<file path="src/rtl/bv_ic_pkg.sv">
// Shared types and bit-vector helpers for the bvshl/bvsge witness sequencer.
// Helpers work on a wide container; the live width is passed as an argument.
package bv_ic_pkg;

    localparam int MAXW = 32;

    typedef logic [MAXW-1:0] bv_t;

    typedef enum logic [1:0] {
        IDLE,
        SEARCH,
        RESP
    } state_t;

    function automatic bv_t mask_w(input int unsigned w);
        if (w >= MAXW) return '1;
        return (bv_t'(1) << w) - bv_t'(1);
    endfunction

    // Left shift truncated to w bits; shifting by w or more yields 0.
    function automatic bv_t shl_w(input bv_t x, input bv_t s,
                                  input int unsigned w);
        if (s >= bv_t'(w)) return '0;
        return (x << s) & mask_w(w);
    endfunction

    // Signed a >= b on the low w bits: move the w-bit sign to the top.
    function automatic logic sge_w(input bv_t a, input bv_t b,
                                   input int unsigned w);
        int unsigned sh;
        sh = MAXW - w;
        return $signed(a << sh) >= $signed(b << sh);
    endfunction

endpackage

</file>
<file path="src/rtl/bvshl_sge_ic.sv">
// Invertibility condition for (x << s) >=s t: true when some x exists.
// Ports: s (shift), t (target) in; ic out. Purely combinational.
module bvshl_sge_ic
    import bv_ic_pkg::*;
#(
    parameter int W = 4
) (
    input  logic [W-1:0] s,
    input  logic [W-1:0] t,
    output logic         ic
);

    // Largest positive w-bit value.
    localparam bv_t SMAX = (bv_t'(1) << (W - 1)) - bv_t'(1);

    // x << s covers every value whose low s bits are zero, so the best
    // reachable signed value is SMAX with its low s bits cleared
    // (0 once s >= W-1).
    bv_t best;

    always_comb begin
        best = SMAX & shl_w('1, bv_t'(s), W);
        ic   = sge_w(best, bv_t'(t), W);
    end

endmodule

</file>
<file path="src/rtl/bvshl_sge_witness_seq.sv">
// Scans x = 0..2^W-1 for (x << s) >=s t, one candidate per cycle.
// Ports: req_* query handshake, rsp_* result handshake, cnt_* statistics.
module bvshl_sge_witness_seq
    import bv_ic_pkg::*;
#(
    parameter int W  = 4,
    parameter int CW = 16
) (
    input  logic          clk,
    input  logic          rst,
    input  logic          req_valid,
    output logic          req_ready,
    input  logic [W-1:0]  req_s,
    input  logic [W-1:0]  req_t,
    output logic          rsp_valid,
    input  logic          rsp_ready,
    output logic          rsp_sat,
    output logic [W-1:0]  rsp_x,
    output logic          rsp_ic,
    output logic          rsp_mismatch,
    output logic [CW-1:0] cnt_sat,
    output logic [CW-1:0] cnt_unsat,
    output logic [CW-1:0] cnt_mismatch
);

    state_t       state;
    logic [W-1:0] s_q;
    logic [W-1:0] t_q;
    logic [W-1:0] x;
    bv_t          p;
    logic         hit;
    logic         last;
    logic         ic;

    bvshl_sge_ic #(.W(W)) u_ic (
        .s  (s_q),
        .t  (t_q),
        .ic (ic)
    );

    always_comb begin
        p    = shl_w(bv_t'(x), bv_t'(s_q), W);
        hit  = sge_w(p, bv_t'(t_q), W);
        last = &x;
    end

    function automatic logic [CW-1:0] sat_inc(input logic [CW-1:0] c);
        if (&c) return c;
        return c + 1'b1;
    endfunction

    always_ff @(posedge clk) begin
        if (rst) begin
            state        <= IDLE;
            req_ready    <= 1'b1;
            rsp_valid    <= 1'b0;
            rsp_sat      <= 1'b0;
            rsp_x        <= '0;
            rsp_ic       <= 1'b0;
            rsp_mismatch <= 1'b0;
            s_q          <= '0;
            t_q          <= '0;
            x            <= '0;
            cnt_sat      <= '0;
            cnt_unsat    <= '0;
            cnt_mismatch <= '0;
        end else begin
            unique case (state)
                IDLE: begin
                    if (req_valid) begin
                        s_q       <= req_s;
                        t_q       <= req_t;
                        x         <= '0;
                        req_ready <= 1'b0;
                        state     <= SEARCH;
                    end
                end
                SEARCH: begin
                    if (hit || last) begin
                        rsp_valid    <= 1'b1;
                        rsp_sat      <= hit;
                        rsp_x        <= hit ? x : '0;
                        rsp_ic       <= ic;
                        rsp_mismatch <= ic != hit;
                        if (hit) cnt_sat <= sat_inc(cnt_sat);
                        else cnt_unsat <= sat_inc(cnt_unsat);
                        if (ic != hit)
                            cnt_mismatch <= sat_inc(cnt_mismatch);
                        state <= RESP;
                    end else begin
                        x <= x + 1'b1;
                    end
                end
                RESP: begin
                    if (rsp_ready) begin
                        rsp_valid <= 1'b0;
                        req_ready <= 1'b1;
                        state     <= IDLE;
                    end
                end
                default: state <= IDLE;
            endcase
        end
    end

endmodule
</file>
<file path="config.mk">
export PLATFORM = sky130hd
export DESIGN_NAME = bvshl_sge_witness_seq
export DESIGN_NICKNAME = d
export VERILOG_FILES = /design/src/rtl/bv_ic_pkg.sv /design/src/rtl/bvshl_sge_ic.sv /design/src/rtl/bvshl_sge_witness_seq.sv
export SDC_FILE = /design/constraint.sdc
export NUM_CORES = 1
export LEC_CHECK = 0
export CAP_MARGIN = 25
export CELL_PAD_IN_SITES_DETAIL_PLACEMENT = 1
export CELL_PAD_IN_SITES_GLOBAL_PLACEMENT = 1
export CORE_ASPECT_RATIO = 1.2
export CORE_MARGIN = 3
export CORE_UTILIZATION = 43
export CTS_BUF_LIST = sky130_fd_sc_hd__clkbuf_8
export DETAILED_ROUTE_END_ITERATION = 16
export GPL_ROUTABILITY_DRIVEN = 0
export PLACE_DENSITY_LB_ADDON = 0.1
export SYNTH_ARGS = -nofsm -noshare
export SYNTH_HDL_FRONTEND = slang
export SYNTH_SLANG_ARGS = --single-unit
</file>
<file path="constraint.sdc">
create_clock -name clk -period 6.52 [get_ports clk]
set_input_delay 1.304 -clock clk [delete_from_list [all_inputs] [get_ports clk]]
set_output_delay 1.304 -clock clk [all_outputs]
set_load 0.02 [all_outputs]
</file>
# Yosys cells after proc, flatten, opt, wreduce, memory -nomap -nowiden
# Index checks and enable logic that the tools add are counted.
# W data, S select, Z words.
# totals
ff_bits,71
latchBits,0
ramBits,0
mem_bits_ro,0
inputBits,12
out_inout_bits,57
elab_cells,87
mem_count,0
# classes
n_addsub,4
mul,0
n_div,0
order_cmp,3
eq_ne,10
shift,2
n_mux,36
bitwise_logic,1
reduce_logical,18
# op_table
cell,count
$ge A32 B32 Y1,2
$add A16 B1 Y16 const B,3
$mux W16,3
$reduce_and A16 Y1,3
$shl A32 B4 Y3 const A,1
$mux W1,20
$mux W4,5
$reduce_and A4 Y1,4
$ne A2 B2 Y1 const B,7
$reduce_and A3 Y1,4
$pmux W4 S2,1
$mux W2,3
$pmux W2 S3,1
$reduce_bool A2 Y1,3
$add A4 B1 Y4 const B,1
$ge A4 B3 Y1 const B,1
$pmux W1 S2,2
$reduce_and A2 Y1,2
$shl A4 B4 Y4,1
$mux W3,1
$eq A2 B1 Y1 const B,1
$eq A2 B2 Y1 const B,1
$logic_not A2 Y1,1
$logic_or A1 B1 Y1,1
other kinds (2),2

# Longest topological paths before layout
# Gate-level depths: netlist of the first run.
# depth
ltp_word,11
mapped_depth,13
depth_no_buf,11

# By module
# From an unflattened synthesis of the first run, not the netlist that was laid out.
# hier_totals
hier_cells,418
area_unflattened_um2,3612.2
# by_module_without_submodules
mod,n_inst,cells_each,area_each_um2,seq_area_each_um2
bvshl_sge_witness_seq,1,406,3520.9,1421.4
bvshl_sge_ic,1,12,91.3,0.0

# Least setup slack after synthesis of the first run
# OpenSTA, ideal clock, no wires.
# synth_path
kind,register -> register
startpoint,reg s_q[1]
endpoint,reg cnt_mismatch[14]
setup_time_ps,115
arrival_time_ps,2765
required_ps,6405
slack_ps,3640
stages_incl_launch_ff,13
n_path_buf,1
synth_period_minus_slack_ps,2880
cell_sequence,dfxtp_1 clkbuf_1 mux2i_1 nor2_1 a31oi_1 nor3_1 ha_1 nor3_2 mux2i_1 a211oi_4 a22oi_2 or4b_1 and3_1
# synth_between
elab_chain_cells,6
word_cells_on_any_way,11
cone_classes,3 x order compare; 1 x eq/ne; 2 x shift; 3 x mux; 2 x reduce/logical
# synth_rtl
element,line_no,source
start: declaration,bvshl_sge_witness_seq.sv:27,logic [W-1:0] s_q;
start signal: assignment,bvshl_sge_witness_seq.sv:71,s_q <= req_s;
$ge A4 B3 Y1,bv_ic_pkg.sv:23,if (s >= bv_t'(w)) return '0;
$mux W1,bv_ic_pkg.sv:23,
$mux W3 or $mux W4 (tied branches),bv_ic_pkg.sv:24,return (x << s) & mask_w(w);
$ge A32 B32 Y1,bv_ic_pkg.sv:32,return $signed(a << sh) >= $signed(b << sh);
$ne A1 B1 Y1 or $logic_or A1 B1 Y1 (tied branches),"bvshl_sge_witness_seq.sv:87, bvshl_sge_witness_seq.sv:79",
$reduce_and A4 Y1 (no source line) (*),--,
end signal: assignment,bvshl_sge_witness_seq.sv:88,cnt_mismatch <= sat_inc(cnt_mismatch);
end: declaration,bvshl_sge_witness_seq.sv:23,output logic [CW-1:0] cnt_mismatch
# Every way passes the cells marked *; elsewhere a longest branch is shown, timed or not.
# A chain may end at the register's enable or synchronous reset.

# Worst setup path in the final report of the first run
# layout_path
startpoint,reg s_q[1]
endpoint,reg cnt_mismatch[10]
# Same word-level chain as after synthesis.

==> impl_metrics.csv, run 1 <==
group,metric,value,unit
timing,setup_viol,0,
cts,root_buffer,"clkbuf_8",
synthesis,yosysWarningCount,0,
synthesis,postSynthNetCount,440,
place,placed_area,4270,sq um
synthesis,synth.area.mux_share,5.57,%
setup_path,rr_endpoint,"cnt_mismatch[10]$_SDFFE_PP0P_",
setup_path,path_class,"reg -> reg",
cts,h-tree-depth,3,
cts,cts_sinks,71,
min_path,min_to,"rsp_valid$_SDFFE_PP0P_",
timing,finalCritPeriodShare,58.5,%
layout,syn2layout_area_growth,28.2,%
timing,slew_viol_final,0,
synthesis,synth_top_family_by_area,"simple AND/OR/NAND/NOR gates",
synthesis,synth_area_per_cell,8.46,sq um
synthesis,synthAdderAreaFrac,3.90,%
grt,grt_start_max_net_pins,72,
floorplan,initial_core_util,45.0,%
setup_path,r2r_slack,2.71,ns
min_path,hold_path_class,"reg -> reg",
floorplan,die_h,105,um
cts,clk_latency,0.35,ns
timing,final.setup_skew,0.0158,ns
job,maxCapViolCount,0,
synthesis,synth_seq_cells,71,
cts,holdBufCountCts,0,
route,antenna_left,0,
setup_path,critical_path.slowest_cell,"a211oi_4",
synthesis,synth_top_area_share,40.3,%
layout,fin_util,57.7,%
setup_path,end_kind,"register",
timing,fin_tns_setup,0,ns
setup_path,cp_data_arrival_time,4.06,ns
grt,grt.total_usage,21.0,%
timing,relSlewSlack,34.9,%
setup_path,path_max_fanout,26,
cts,cts_resized,0,
layout,design_area,4520,sq um
floorplan,io_pins,69,
floorplan,die_w,88.7,um
cts,cts_tree,"done",
power_and_ir_drop,irDropWorstVdd,0.128,mV
timing,hold_viol_final,0,
timing,fmax,262,MHz
timing,tightest_slew,0.974,ns
layout,diodes,0,
setup_path,r2r-start,"s_q[1]$_SDFFE_PP0P_",
synthesis,synthesis.instances,417,
layout,fin_nets,504,
route,vias,3261,
setup_path,cpMostUsedCell,"mux2i_1",
cts,post_cts_buffers,0,
route,drtIter0Drc,94,
synthesis,synth-xor-area-share,7.20,%
grt,grt-ovfl-total,0,
synthesis,synthTopCellsByArea,"dfxtp_1 (40%), nor2_1 (7.1%), xnor2_1 (4.2%)",
setup_path,path_cells,"mux2i_1, nor2_1, a31oi_1, nor3_1, ha_1, nor3_2, mux2i_1, a211oi_4, a22oi_2, nor4_1, mux2_1",
min_path,hold_start,"rsp_valid$_SDFFE_PP0P_",
power_and_ir_drop,power.density,222,nW/um^2
synthesis,syn-cell-area,3530,sq um
synthesis,async_reset_ff_share,0,%
place,place_ws,2.73,ns
grt,grt_pass1_vias,3395,
synthesis,yosys.area.top_type,"dfxtp_1",
timing,fin_ws,2.71,ns
route,drc_errors,0,
synthesis,yosysUniqueCellTypes,50,
synthesis,synth_simple_gate_area_share,30.0,%
route,via_per_inst,5.64,
route,first_pass_iters,4,
cts,clk_pin_slew,0.09,ns
status,status,"finished clean",
setup_path,startpoint_type,"register",
floorplan,core,7840,sq um
setup_path,crit_family,"compound AO/OA/AOI/OAI gates",
grt,antenna_found_initial,0,
synthesis,ys.flop_type,"dfxtp_1",
layout,fillCellCount,934,
place,dp_hpwl,6.33,mm
setup_path,required,6.76,ns
synthesis,synth-seq-area-share,40.3,%
synthesis,synth_compound_area_share,9.65,%
grt,grt_pass1_wl,15.9,mm
synthesis,synth_edf_count,0,
floorplan,rows,35,
route,wire_per_inst,16.0,um
timing,rsz0062_at_grt,"false",
layout,layout_commonest_cell,"dfxtp_1",
floorplan,die-area,9330,sq um
layout,drive_above_1_share,5.14,%
route,wl,9.27,mm
timing,min_period,3.81,ns
setup_path,worst-path-buf-inv,0,
cts,cts_buffers,9,
min_path,min_path_cells,2,
power_and_ir_drop,p_leak,1.59,nW
setup_path,critPathMaxStageDelay,0.69,ns
setup_path,critical_path_cell_count,11,
cts,clockBufferDepth,2,
place,portBuffers,68,
layout,final_cell_mix,"dfxtp_1 (71), nor2_1 (67), clkdlybuf4s50_1 (67), nand2_1 (26), nand3_1 (25)",
setup_path,rr_worst_depth,11,
tightest hold or removal path: stages (launching register included):
cell and delay [ns]:
dfxtp_1 0.32, nand2_1 0.05, a21oi_1 0.06
state kept, by name, summed over array words and instances, names as in the netlist, 2 cells and up:
register      flops
s_q               4
state             2
cnt_mismatch     16
rsp_x             4
t_q               4
cnt_sat          16
cnt_unsat        16
x                 4
per-layer routing:
layer	part of all wire, %	global-route usage (%)	wire length, um
met1	45	26.5	4140
met2	52	35.2	4780
met3	2.2	3.31	208
met4	1.4	7.88	134
met5	0	0	0
power breakdown:
group	total, W	switching (W)	leakage, nW	internal (W)
Clock	0.000450	0.000175	0.130	0.000275
Combinational	0.0000978	0.0000578	0.890	0.0000401
Sequential	0.000454	0.0000104	0.574	0.000443
Total	0.00100	0.000243	1.59	0.000759
how the worst max path moves through the flow:
stage	from	to	slack, ns
finish	s_q[1]$_SDFFE_PP0P_	cnt_mismatch[10]$_SDFFE_PP0P_	2.71
floorplan	s_q[1]$_SDFFE_PP0P_	cnt_mismatch[14]$_SDFFE_PP0P_	3.64
global placement	x[0]$_SDFFE_PP0P_	cnt_mismatch[14]$_SDFFE_PP0P_	2.90
CTS	s_q[1]$_SDFFE_PP0P_	cnt_mismatch[10]$_SDFFE_PP0P_	2.68
global route	s_q[1]$_SDFFE_PP0P_	cnt_mismatch[10]$_SDFFE_PP0P_	2.41
detailed placement	x[3]$_SDFFE_PP0P_	cnt_mismatch[10]$_SDFFE_PP0P_	2.73
Yosys cell counts, drive strengths merged, types with 7 or more instances:
cell type,instances
nor3,15
nor2b,7
mux2i,14
nand4,18
nor4,8
nand3,25
ha,11
xnor2,17
nand2,26
a21oi,17
inv,13
or3,7
xor2,12
o21ai,11
dfxtp,71
nor2,67
and3,11
clkbuf,13
stage by stage:
| stage | cells | power (W) | hold WS [ns] |
|---|---|---|---|
| 2_1_floorplan | 417 | 0.000527 | 0.460 |
| 3_3_place_gp | 562 | 0.000557 | 0.445 |
| 3_5_place_dp | 562 | 0.000562 | 0.452 |
| 4_1_cts | 578 | 0.00101 | 0.469 |
| 5_1_grt | 578 | 0.00104 | 0.487 |
| 6_report | 578 | 0.00100 | 0.471 |
cell families (layout without fill, tap and decap cells):
family,Yosys count,in the layout
AO/OA/AOI/OAI,51,51
XOR/XNOR,29,29
adder cells (fa/ha/maj),11,11
buffers and inverters,31,100
flip-flops,71,71
multiplexers,19,19
AND/OR/NAND/NOR,205,205
area by class of cell:
| cell class | count | area (sq um) | share of cell area (%) |
|---|---|---|---|
| multi-input cells | 315 | 1990 | 43.9 |
| well taps | 92 | 115 | 2.55 |
| flip-flops and latches | 71 | 1420 | 31.4 |
| inverters | 14 | 52.6 | 1.16 |
| repair buffers | 70 | 691 | 15.3 |
| clock inverters | 5 | 104 | 2.30 |
| clock buffers | 11 | 151 | 3.35 |
Power figures use the tool's default switching activity.
==> run 2, diff against run 1 <==
CORE_UTILIZATION = 36   (was 43)
clock period = 3.1 ns   (was 6.52 ns; I/O delays follow)
==> impl_metrics.csv, run 2 (same netlist as run 1, synthesis figures left out) <==
group,metric,value,unit
timing,slew_viol_final,0,
setup_path,startpoint_type,"register",
cts,clk_latency,0.34,ns
setup_path,path_max_fanout,7,
timing,min_period,2.97,ns
job,maxCapViolCount,0,
setup_path,cp_data_arrival_time,3.25,ns
timing,final.setup_skew,0.0132,ns
layout,fillCellCount,1106,
min_path,hold_path_class,"reg -> reg",
min_path,hold_start,"rsp_valid$_SDFFE_PP0P_",
power_and_ir_drop,p_leak,1.66,nW
power_and_ir_drop,power,0.00196,W
route,wire_per_inst,15.4,um
layout,final_cell_mix,"dfxtp_1 (70), nor2_1 (67), clkdlybuf4s50_1 (67), nand2_1 (26), nand3_1 (25)",
floorplan,die-area,11000,sq um
grt,antenna_found_initial,0,
cts,cts_tree,"done",
timing,setup_viol,0,
floorplan,die_h,114,um
route,first_pass_iters,4,
cts,cts_sinks,71,
timing,tightest_slew,0.615,ns
power_and_ir_drop,power.density,418,nW/um^2
cts,h-tree-depth,3,
place,placed_area,4410,sq um
min_path,min_path_cells,2,
setup_path,path_class,"reg -> reg",
grt,grt_start_max_net_pins,41,
floorplan,io_pins,69,
route,wl,9.63,mm
cts,clk_pin_slew,0.08,ns
timing,fmax,336,MHz
layout,layout_commonest_cell,"dfxtp_1",
timing,hold_viol_final,0,
layout,design_area,4700,sq um
floorplan,die_w,96.3,um
timing,finalCritPeriodShare,95.9,%
floorplan,rows,38,
layout,syn2layout_area_growth,33.3,%
place,portBuffers,68,
cts,clockBufferDepth,2,
grt,grt_pass1_vias,3380,
route,via_per_inst,5.32,
cts,root_buffer,"clkbuf_8",
setup_path,rr_endpoint,"cnt_mismatch[13]$_SDFFE_PP0P_",
floorplan,core,9270,sq um
cts,cts_buffers,9,
place,dp_hpwl,6.83,mm
min_path,min_to,"rsp_valid$_SDFFE_PP0P_",
route,antenna_left,0,
grt,grt_pass1_wl,16.2,mm
layout,area.sequential,1430,sq um
timing,relSlewSlack,59.0,%
cts,holdBufCountCts,0,
grt,grt-ovfl-total,0,
route,drc_errors,0,
route,vias,3325,
setup_path,r2r_slack,0.13,ns
setup_path,r2r-start,"s_q[1]$_SDFFE_PP0P_",
layout,diodes,0,
layout,multi_input_area,2030,sq um
layout,reg.largest.list,"cnt_mismatch x16, cnt_sat x16, cnt_unsat x16",
setup_path,end_kind,"register",
setup_path,required,3.37,ns
status,status,"finished clean",
route,drtIter0Drc,85,
grt,grt.total_usage,18.2,%
layout,drive_above_1_share,10.1,%
power_and_ir_drop,irDropWorstVdd,0.232,mV
floorplan,initial_core_util,38.0,%
setup_path,rr_worst_depth,13,
layout,fin_nets,523,
## run 2: cell types whose count changed in the layout (fill, tap and decap cells not counted), moves of 2 or more
cell,previous run,this run
buf_4,2,21
bufinv_16,3,1
clkinvlp_4,0,2
mux2i_1,14,12
nor3_1,14,12
nor3_2,1,3
## run 2: area by class of cell
cell class	count	share of cell area, %
inverters	14	1.12
clock inverters	5	1.23
flip-flops and latches	71	30.3
repair buffers	89	17.7
clock buffers	11	3.22
multi-input cells	315	43.2
well taps	120	3.20
## run 2: worst max-delay path, stage by stage (launching register included)
cell	delay, ns
dfxtp_4	0.38
mux2i_4	0.25
nor2_1	0.07
a31oi_1	0.17
nor3_1	0.07
ha_1	0.24
nor4b_4	0.30
o21ai_2	0.13
a211oi_4	0.29
a22oi_2	0.18
buf_4	0.19
buf_4	0.14
or3_1	0.34
a21oi_1	0.14
## run 2: layer usage
metal	part of all wire [%]	global-route usage [%]	up-vias
li1	-	-	1650
met1	47	23.9	1620
met2	50	30.9	47
met3	2.5	3.16	8
met4	1.0	4.49	0
met5	0	0	-
## run 2: where the power goes
part | internal [W] | switching (W)
clock | 0.000415 | 0.000364
sequential | 0.000932 | 0.0000223
combinational | 0.000104 | 0.000127
## run 2: worst max-delay path by stage
stage,from,to,slack (ns),cells past startpoint
final,s_q[1]$_SDFFE_PP0P_,cnt_mismatch[13]$_SDFFE_PP0P_,0.13,13
after global routing,s_q[1]$_SDFFE_PP0P_,cnt_mismatch[13]$_SDFFE_PP0P_,-0.02,13
after CTS,s_q[1]$_SDFFE_PP0P_,cnt_mismatch[0]$_SDFFE_PP0P_,0.02,11
after detailed placement,s_q[1]$_SDFFE_PP0P_,cnt_mismatch[0]$_SDFFE_PP0P_,0.03,10
after global placement,s_q[1]$_SDFFE_PP0P_,cnt_mismatch[0]$_SDFFE_PP0P_,0.21,10
after floorplan,s_q[1]$_SDFFE_PP0P_,cnt_mismatch[14]$_SDFFE_PP0P_,0.22,12
## run 2: timing repair
item	CTS	global route
pin swaps	1	2
gates resized for setup	0	11
setup buffers	0	4
endpoints found under the setup margin	1	19
## run 2: stage by stage
step	instances	hold WS [ns]	util (%)	TNS [ns]	setup WS [ns]
after floorplan	417	0.460	-	0	0.220
after global placement	605	0.446	47.6	0	0.206
after detailed placement	605	0.461	47.6	0	0.0338
after CTS	621	0.473	49.9	0	0.0211
after global routing	625	0.517	50.7	-0.0275	-0.0199
final	625	0.467	50.7	0	0.126
